`src/rtl/rv32im_ras.sv`:
```
// Return address stack for an RV32IM front end.
// Circular LIFO of DEPTH link addresses. A push advances the top-of-stack
// pointer and writes there; once full, the next push wraps onto the oldest
// entry and flags overflow. A pop presents entry[tos] on predict_o one
// cycle later. A push together with a pop (a call and a return in the same
// cycle) swaps the top entry in place.
module rv32im_ras #(
    parameter int XLEN  = 32,
    parameter int DEPTH = 8
) (
    input  logic                     clk_i,
    input  logic                     clear_i,
    input  logic                     valid_i,
    input  logic                     push_i,
    input  logic                     pop_i,
    input  logic [XLEN-1:0]          push_data_i,
    input  logic                     flush_i,
    output logic [XLEN-1:0]          predict_o,
    output logic                     predict_valid_o,
    output logic                     empty_o,
    output logic                     full_o,
    output logic [$clog2(DEPTH):0]   count_o,
    output logic                     overflow_o
);

    localparam int PW = $clog2(DEPTH);
    localparam int CW = PW + 1;
    localparam logic [PW-1:0] PTR_ONE = PW'(1);
    localparam logic [CW-1:0] CNT_ONE = CW'(1);
    localparam logic [CW-1:0] CNT_MAX = CW'(DEPTH);

    logic [XLEN-1:0] mem_q [DEPTH];
    logic [PW-1:0]   tos_q, tos_d;
    logic [CW-1:0]   count_q, count_d;
    logic [XLEN-1:0] predict_q, predict_d;
    logic            pvalid_q, pvalid_d;
    logic            ovf_q, ovf_d;
    logic            we;
    logic [PW-1:0]   waddr;

    // Next-state decode: clear beats flush beats a qualified push/pop.
    always_comb begin
        tos_d     = tos_q;
        count_d   = count_q;
        predict_d = predict_q;
        pvalid_d  = 1'b0;
        ovf_d     = 1'b0;
        we        = 1'b0;
        waddr     = tos_q;
        if (clear_i) begin
            tos_d     = '0;
            count_d   = '0;
            predict_d = '0;
        end else if (flush_i) begin
            tos_d   = '0;
            count_d = '0;
        end else if (valid_i) begin
            if (pop_i && (count_q != '0)) begin
                predict_d = mem_q[tos_q];
                pvalid_d  = 1'b1;
                if (push_i) begin
                    // Call and return together: replace the top entry in place.
                    we    = 1'b1;
                    waddr = tos_q;
                end else begin
                    tos_d   = tos_q - PTR_ONE;
                    count_d = count_q - CNT_ONE;
                end
            end else if (push_i) begin
                // Also covers push+pop on an empty stack, where the pop has nothing to return.
                tos_d = tos_q + PTR_ONE;
                we    = 1'b1;
                waddr = tos_q + PTR_ONE;
                if (count_q == CNT_MAX) begin
                    ovf_d = 1'b1;
                end else begin
                    count_d = count_q + CNT_ONE;
                end
            end
        end
    end

    // Control and prediction registers with synchronous clear.
    always_ff @(posedge clk_i) begin
        if (clear_i) begin
            tos_q     <= '0;
            count_q   <= '0;
            predict_q <= '0;
            pvalid_q  <= 1'b0;
            ovf_q     <= 1'b0;
        end else begin
            tos_q     <= tos_d;
            count_q   <= count_d;
            predict_q <= predict_d;
            pvalid_q  <= pvalid_d;
            ovf_q     <= ovf_d;
        end
    end

    // Entry storage is never reset; entries are unreachable while count is zero.
    always_ff @(posedge clk_i) begin
        if (we) begin
            mem_q[waddr] <= push_data_i;
        end
    end

    assign predict_o       = predict_q;
    assign predict_valid_o = pvalid_q;
    assign overflow_o      = ovf_q;
    assign count_o         = count_q;
    assign empty_o         = (count_q == '0);
    assign full_o          = (count_q == CNT_MAX);

endmodule

```
`config.mk`:
```
export PLATFORM = sky130hd
export DESIGN_NAME = rv32im_ras
export DESIGN_NICKNAME = d
export VERILOG_FILES = /design/src/rtl/rv32im_ras.sv
export SDC_FILE = /design/constraint.sdc
export NUM_CORES = 1
export LEC_CHECK = 0
export ABC_AREA = 1
export BUFFER_PORTS_ARGS = -buffer_cell sky130_fd_sc_hd__buf_2
export CELL_PAD_IN_SITES_DETAIL_PLACEMENT = 1
export CELL_PAD_IN_SITES_GLOBAL_PLACEMENT = 2
export CORE_MARGIN = 4
export CORE_UTILIZATION = 35
export DETAILED_ROUTE_END_ITERATION = 7
export GPL_TIMING_DRIVEN = 1
export MAX_ROUTING_LAYER = met4
export PLACE_DENSITY = 0.74
export SYNTH_ARGS = -nofsm -noshare
export SYNTH_HDL_FRONTEND = slang
export SYNTH_SLANG_ARGS = --single-unit
export TNS_END_PERCENT = 50
```
`constraint.sdc`:
```
create_clock -name clk_i -period 3.3 [get_ports clk_i]
set_input_delay 0.165 -clock clk_i [delete_from_list [all_inputs] [get_ports clk_i]]
set_output_delay 0.165 -clock clk_i [all_outputs]
set_load 0.01 [all_outputs]
```
==> metrics.cfg, run 1 <==
[logic_synthesis]
yosys.area.top_type = edfxtp_1
synthTopCellsByArea = edfxtp_1, dfxtp_1, a21oi_1
synth-seq-cells = 297
synth_edf_count = 256
syn_area_per_cell_sq_um = 12.5
syn_area_sq_um = 11800
synth_cell_types = 28
synth_warnings = 0
synth_ff_type = edfxtp_1
yosysSeqAreaShare = 0.719
async_flop_share = 0
synth_top_area_share = 0.650
syn_nets = 989
syn_inst = 946

[pwr]
powerDensity_nw_per_um2 = 581
seqPwrFrac = 0.500
peakVddDrop_mv = 0.321
swShare = 0.211
p_int_uw = 6480
switchingPower_uw = 1730
cellLeakagePower_uw = 0.00503
combPwrFrac = 0.047
power.share.clock = 0.453

[die]
start_util = 0.354
ioPinCount = 78
die_w_um = 192
fp.dieH_um = 192
rows = 67
die_area_sq_um = 36800
core-area_sq_um = 33400

[global_routing]
grt_usage = 0.161
grt_pass1_wl_um = 45100
grt_max_degree = 99
grt_pass1_vias = 7942
grt_overflow = 0
antenna_found_initial = 1

[sta]
slew_headroom = 0.198
tns_ns = 0
period_share = 0.826
fin_skew_ns = 0.0228
max_freq_ghz = 0.367
rsz0062_at_grt = false
worst_slew_pin_slew_ns = 1.20
min_period_ns = 2.73
setup_viol = 0
slew_viol_final = 0
hold_violations = 0
setup_ws_ns = 0.573

[detailed_routing]
wl_per_cell_um = 18.7
drt-total-wl_um = 28600
first_pass_iters = 6
drc = 0
vias = 7582
drt_iter0_drc = 470
vias_per_cell = 4.97
ant_nets = 0

[finish]
drive_gt1_frac = 0.172
seqCellArea_sq_um = 8520
nFillCells = 3504
diodes = 0
syn2layout_area_growth_pct = 19.5
multi_input_area_sq_um = 2730
stdcell_area_sq_um = 14100
finalNetCount = 1096

[clocking]
root_buffer = clkbuf_16
htree_levels = 2
cts_tree = yes
cts_buffer_depth = 3
cts_setup_buffers = 0
clk_pin_slew_worst_paths_ns = 0.06
post_cts_resized = 0
clk_latency_ns = 0.52
ctsHoldBuffers = 32
cts_sinks = 297
numCtsBuffers = 35

[critical_path]
critPathTopFamily = simple AND/OR/NAND/NOR gates
cp_max_fo = 32
cp_slowest_cell = nor2_4
max_stage_delay_ns = 0.97
crit_chain = nor2_1 > nand2_1 > nand2_4 > nand2_1 > nand2_1 > nand2_1 > inv_2 > nand2_1 > nor2_4
critPathMostFrequentCell = nand2_1
worst_ep_arrival_time_ns = 2.84
startpoint_type = flip-flop
cp.required_ns = 3.41
crit_buf_inv = 1
path_class = flip-flop to flip-flop
endpoint_kind = flip-flop

[place]
gp_congestion = 0.718
portBuffers = 77
dpl-instance-area_sq_um = 12700
hpwl_um = 16600
place_ws_ns = 0.492

[flow_run]
drv_cap = 0

[status]
status = finished, final reports clean

[min_path]
hp-class = input pin to flip-flop

[state kept, by name, summed over array words and instances (netlist names)]
| signal | count |
|---|---|
| mem_q | 256 |
| predict_o | 32 |
| count_o | 4 |
| tos_q | 3 |
| overflow_o | 1 |
| predict_valid_o | 1 |
[area by class of cell]
| cell class | count | area share |
|---|---|---|
| sequential | 297 | 0.603 |
| multi-input combinational | 504 | 0.193 |
| clock buffer | 50 | 0.0703 |
| timing repair buffer | 129 | 0.0623 |
| tap | 448 | 0.0397 |
| inverter | 86 | 0.0228 |
| clock inverter | 13 | 0.00894 |
[Yosys cell counts (3+ instances only)]
| cell type | instances |
|---|---|
| inv_1 | 83 |
| buf_4 | 7 |
| clkbuf_1 | 26 |
| clkbuf_2 | 3 |
| ha_1 | 4 |
| a21oi_1 | 103 |
| o211ai_1 | 64 |
| inv_2 | 3 |
| nand2_1 | 62 |
| edfxtp_1 | 256 |
| nor2_1 | 89 |
| dfxtp_1 | 41 |
| nand3_1 | 5 |
| o21ai_1 | 48 |
| buf_2 | 15 |
| buf_6 | 8 |
| a21oi_2 | 22 |
| o21ai_0 | 94 |
[cell usage in the layout, fill, tap and decap left out, drive strengths merged]
| master | n |
|---|---|
| ha | 4 |
| clkinv | 9 |
| dfxtp | 41 |
| o21ai | 142 |
| nand2 | 64 |
| buf | 97 |
| xnor2 | 1 |
| dlygate4sd3 | 32 |
| edfxtp | 256 |
| o211ai | 65 |
| xor2 | 2 |
| fa | 1 |
| bufinv | 2 |
| clkbuf | 50 |
| nor2 | 92 |
| a21oi | 125 |
| nand3 | 5 |
| inv | 88 |
| nor3 | 3 |
[power groups by stage]
stage | sequential (uW) | combinational (uW) | clock (uW)
6_report | 4100 | 388 | 3720
5_1_grt | 4100 | 438 | 3980
4_1_cts | 4100 | 396 | 3820
3_5_place_dp | 4180 | 366 | 0
3_3_place_gp | 4180 | 360 | 0
2_1_floorplan | 4190 | 210 | 0
[layer usage]
layer,vias to the layer above,track usage,share of wire
li1,3625,-,-
met1,3801,0.216,0.47
met2,117,0.257,0.48
met3,39,0.0249,0.032
met4,0,0.0423,0.018
met5,-,-,0
[tightest hold or removal path, cell delays in order]
cell and delay (ns):
buf_2 0.12, inv_1 0.05, nand2_1 0.09, nor3_1 0.07
[path summary, 6_finish.rpt]
check,start,endpoint,slack (ns),cells past startpoint
worst min register to register,predict_o[4],predict_o[4],0.51,2
worst min-delay path,pop_i,overflow_o,0.04,4
worst max-delay path,count_o[0],mem_q[4][19],0.57,9
worst max register to register,count_o[0],mem_q[4][19],0.57,9
[metrics by stage]
step                instances  total power (uW)  utilization  hold slack, ns
floorplan                 946              4400            -           0.264
global placement         1432              4540        0.379           0.443
detailed placement       1432              4550        0.379           0.459
CTS                      1527              8320        0.423          0.0214
global route             1527              8520        0.423          0.0598
finish                   1527              8220        0.423          0.0447
[logic make-up (layout without fill, tap and decap cells)]
kind of cell / count (synthesis) / count (layout) / share of synthesized area
fa+ha+maj: 5 / 5 / 0.00592
compound gates: 332 / 332 / 0.162
buf+inv: 145 / 278 / 0.0552
xor+xnor: 3 / 3 / 0.00222
simple gates: 164 / 164 / 0.0556
flops: 297 / 297 / 0.719
Power figures use the tool's default switching activity.
==> run 2: changes to the inputs <==
--- a/config.mk
+++ b/config.mk
@@ -5,7 +5,7 @@
 export SDC_FILE = /design/constraint.sdc
 export NUM_CORES = 1
 export LEC_CHECK = 0
-export ABC_AREA = 1
+export ABC_AREA = 0
 export BUFFER_PORTS_ARGS = -buffer_cell sky130_fd_sc_hd__buf_2
 export CELL_PAD_IN_SITES_DETAIL_PLACEMENT = 1
 export CELL_PAD_IN_SITES_GLOBAL_PLACEMENT = 2
@@ -14,7 +14,7 @@
 export DETAILED_ROUTE_END_ITERATION = 7
 export GPL_TIMING_DRIVEN = 1
 export MAX_ROUTING_LAYER = met4
-export PLACE_DENSITY = 0.74
+export PLACE_DENSITY = 0.66
 export SYNTH_ARGS = -nofsm -noshare
 export SYNTH_HDL_FRONTEND = slang
 export SYNTH_SLANG_ARGS = --single-unit
==> constraint.sdc (replaced) <==
create_clock -name clk_i -period 2.56 [get_ports clk_i]
set_input_delay 0.128 -clock clk_i [delete_from_list [all_inputs] [get_ports clk_i]]
set_output_delay 0.128 -clock clk_i [all_outputs]
set_load 0.01 [all_outputs]
==> run 2 against run 1 <==
  * Die area fell by 3.7%
  * Critical path depth fell by 2
  * Synthesized cell count fell by 36%
  * Worst hold slack improved by 0.036 ns
  * Sequential power rose by 29%
  * Sequential share of layout area rose by 0.75 points
  * Via count fell by 20%
  * Global-route usage fell by 0.68 points
  * Critical path type unchanged
==> metrics.cfg, run 2 <==
[critical_path]
reg2regPathDepth = 7  ; was 9
crit_chain = o41ai_4 > buf_4 > nand3_1 > xnor2_1 > buf_4 > nor2_4 > buf_12  ; was nor2_1 > nand2_1 > nand2_4 > nand2_1 > nand2_1 > nand2_1 > inv_2 > nand2_1 > nor2_4
reg2reg_from = count_o[3]  ; was count_o[0]
cp.required_ns = 2.78  ; was 3.41 ns
endpoint_kind = flip-flop  ; unchanged
max_stage_delay_ns = 0.58  ; was 0.97 ns
cp_max_fo = 32  ; unchanged
worst-r2r-setup-slack_ns = 0.12  ; was 0.57 ns
startpoint_type = flip-flop  ; unchanged
cp_slowest_cell = o41ai_4  ; was nor2_4
crit_buf_inv = 3  ; was 1
cp.depth = 7  ; was 9
cp-startpoint = count_o[3]  ; was count_o[0]
critPathMostFrequentCell = buf_4  ; was nand2_1
path_class = flip-flop to flip-flop  ; unchanged
worst_ep_arrival_time_ns = 2.66  ; was 2.84 ns
crit_end = mem_q[0][21]  ; was mem_q[4][19]
r2r_end = mem_q[0][21]  ; was mem_q[4][19]
critPathTopFamily = buffers and inverters  ; was simple AND/OR/NAND/NOR gates

[sta]
fin_skew_ns = 0.0203  ; was 0.0228 ns
worst_slew_pin_slew_ns = 0.649  ; was 1.20 ns
setup_ws_ns = 0.123  ; was 0.573 ns
hold_violations = 0  ; unchanged
tns_ns = 0  ; unchanged
rsz0062_at_grt = false  ; unchanged
period_share = 0.952  ; was 0.826
slew_viol_final = 0  ; unchanged
max_freq_ghz = 0.410  ; was 0.367 GHz
setup_viol = 0  ; unchanged
slew_headroom = 0.562  ; was 0.198
min_period_ns = 2.44  ; was 2.73 ns

[logic_synthesis]
synth_common_cells = edfxtp_1, nand2_1, mux4_2  ; was edfxtp_1, a21oi_1, o21ai_0
syn_area_sq_um = 11400  ; was 11,800 sq um
syn_inst = 609  ; was 946
yosys.area.top_type = edfxtp_1  ; unchanged
synth-seq-cells = 297  ; unchanged
yosysSeqAreaShare = 0.748  ; was 0.719
synth_cell_types = 39  ; was 28
synthTopCellsByArea = edfxtp_1, mux4_2, dfxtp_1  ; was edfxtp_1, dfxtp_1, a21oi_1
syn_area_per_cell_sq_um = 18.7  ; was 12.5 sq um
syn_nets = 652  ; was 989
synth_most_common_cell = edfxtp_1  ; unchanged
synth_ff_type = edfxtp_1  ; unchanged
synth_warnings = 0  ; unchanged
synth_top_area_share = 0.676  ; was 0.650
async_flop_share = 0  ; unchanged
synth_edf_count = 256  ; unchanged

[pwr]
peakVddDrop_mv = 0.452  ; was 0.321 mV
p_total_uw = 10100  ; was 8220 uW
powerDensity_nw_per_um2 = 724  ; was 581 nW/um^2
cellLeakagePower_uw = 0.00462  ; was 0.00503 uW

[clocking]
numCtsBuffers = 30  ; was 35
clk_latency_ns = 0.55  ; was 0.52 ns
root_buffer = clkbuf_16  ; unchanged
clk_pin_slew_worst_paths_ns = 0.06  ; about the same
cts_buffer_depth = 3  ; unchanged
htree_levels = 1  ; was 2
cts_sinks = 297  ; unchanged
cts_tree = yes  ; unchanged

[detailed_routing]
vias = 6062  ; was 7,582
first_pass_iters = 4  ; was 6
ant_nets = 0  ; unchanged
drt_iter0_drc = 437  ; was 470
drc = 0  ; unchanged
drt-total-wl_um = 26700  ; was 28,600 um
wl_per_cell_um = 22.1  ; was 18.7 um
vias_per_cell = 5.01  ; was 4.97

[status]
status = finished, final reports clean  ; unchanged

[finish]
top_register = mem_q  ; unchanged
layout_common_cells = edfxtp_1, buf_2, nand2_1  ; was edfxtp_1, a21oi_1, o21ai_0
largest_reg_flops = 256  ; unchanged
syn2layout_area_growth_pct = 22.7  ; was 19.5%
layout_commonest_cell = edfxtp_1  ; unchanged
final_cells = 1209  ; was 1,527
utilization = 0.439  ; was 0.423
finalNetCount = 793  ; was 1,096
seqCellArea_sq_um = 8520  ; about the same
multi_input_area_sq_um = 2720  ; was 2730 sq um
diodes = 0  ; unchanged
nFillCells = 3055  ; was 3,504
drive_gt1_frac = 0.307  ; was 0.172

[die]
die_area_sq_um = 35500  ; was 36,800 sq um
die_w_um = 188  ; was 192 um
ioPinCount = 78  ; unchanged
fp.dieH_um = 188  ; was 192 um
start_util = 0.358  ; was 0.354
core-area_sq_um = 31800  ; was 33,400 sq um
rows = 65  ; was 67

[place]
place_ws_ns = -0.00346  ; was 0.492 ns
dp_cells = 1114  ; was 1,432
portBuffers = 77  ; unchanged
hpwl_um = 15800  ; was 16,600 um
gp_congestion = 0.777  ; was 0.718

[global_routing]
grt_pass1_wl_um = 41000  ; was 45,100 um
grt_max_degree = 39  ; was 99
grt_overflow = 0  ; unchanged
grt_usage = 0.154  ; was 0.161
grt_pass1_vias = 6645  ; was 7,942
antenna_found_initial = 0  ; was 1

[flow_run]
drv_cap = 0  ; unchanged

[min_path]
hp-class = input pin to flip-flop  ; unchanged

## run 2: kinds of logic (layout without fill, tap and decap cells)
family,after synthesis,after routing,synth area share
adders and majority gates,5,5,0.00616
AOI/OAI and AO/OA,53,53,0.0378
muxes,66,66,0.128
and+or+nand+nor,139,139,0.0573
DFF,297,297,0.748
buffers and inverters,44,209,0.0179
xor gates and xnor gates,5,5,0.00451
## run 2: worst register-to-register path, cell delays in order, from the launching register on
cell	delay [ns]
dfxtp_1	0.38
o41ai_4	0.59
buf_4	0.24
nand3_1	0.13
xnor2_1	0.20
buf_4	0.19
nor2_4	0.12
buf_12	0.26
## run 2: report_power, final
group | switching, uW | internal [uW] | leakage [uW] | total, uW
registers | 16.5 | 5280 | 0.00264 | 5290
clock network | 1760 | 2680 | 0.000492 | 4440
logic | 208 | 166 | 0.00149 | 374
## run 2: cell type report
class                           count  share of cell area
Inverter                            8             0.00233
Clock buffer                       42              0.0600
Timing Repair Buffer              145              0.0808
Tap cell                          435              0.0390
Clock inverter                     14              0.0130
Multi-Input combinational cell    268               0.195
Sequential cell                   297               0.610
## run 2: layer usage
layer | vias to the layer above | global-route usage | share of wire
li1 | 2724 | - | -
met1 | 3186 | 0.210 | 0.45
met2 | 123 | 0.249 | 0.49
met3 | 29 | 0.0235 | 0.047
met4 | 0 | 0.0320 | 0.014
met5 | - | - | 0
## run 2: how the worst min path moves through the flow
stage | slack (ns) | end | cells after the start | from
after floorplan | 0.20 | tos_q[1] | 1 | flush_i
after global placement | 0.39 | overflow_o | 2 | pop_i
after detailed placement | 0.38 | overflow_o | 2 | pop_i
after CTS | 0.03 | overflow_o | 3 | push_i
after global routing | 0.07 | overflow_o | 3 | push_i
final | 0.08 | overflow_o | 3 | push_i
## run 2: repair_timing
| action | 4_1_cts | 5_1_grt |
|---|---|---|
| setup buffers | 1 | 1 |
| cloned | 0 | 1 |
| hold buffers | 36 | 0 |
| endpoints found under the hold margin | 261 | 0 |
| setup endpoints to repair | 64 | 71 |
| gates resized for setup | 0 | 4 |
| pin swaps | 1 | 2 |
## run 2: per-stage QoR
step	area, sq um	hold WS (ns)
6_report	14000	0.0806
5_1_grt	14000	0.0675
4_1_cts	13900	0.0298
3_5_place_dp	12500	0.376
3_3_place_gp	12500	0.386
2_1_floorplan	11400	0.200
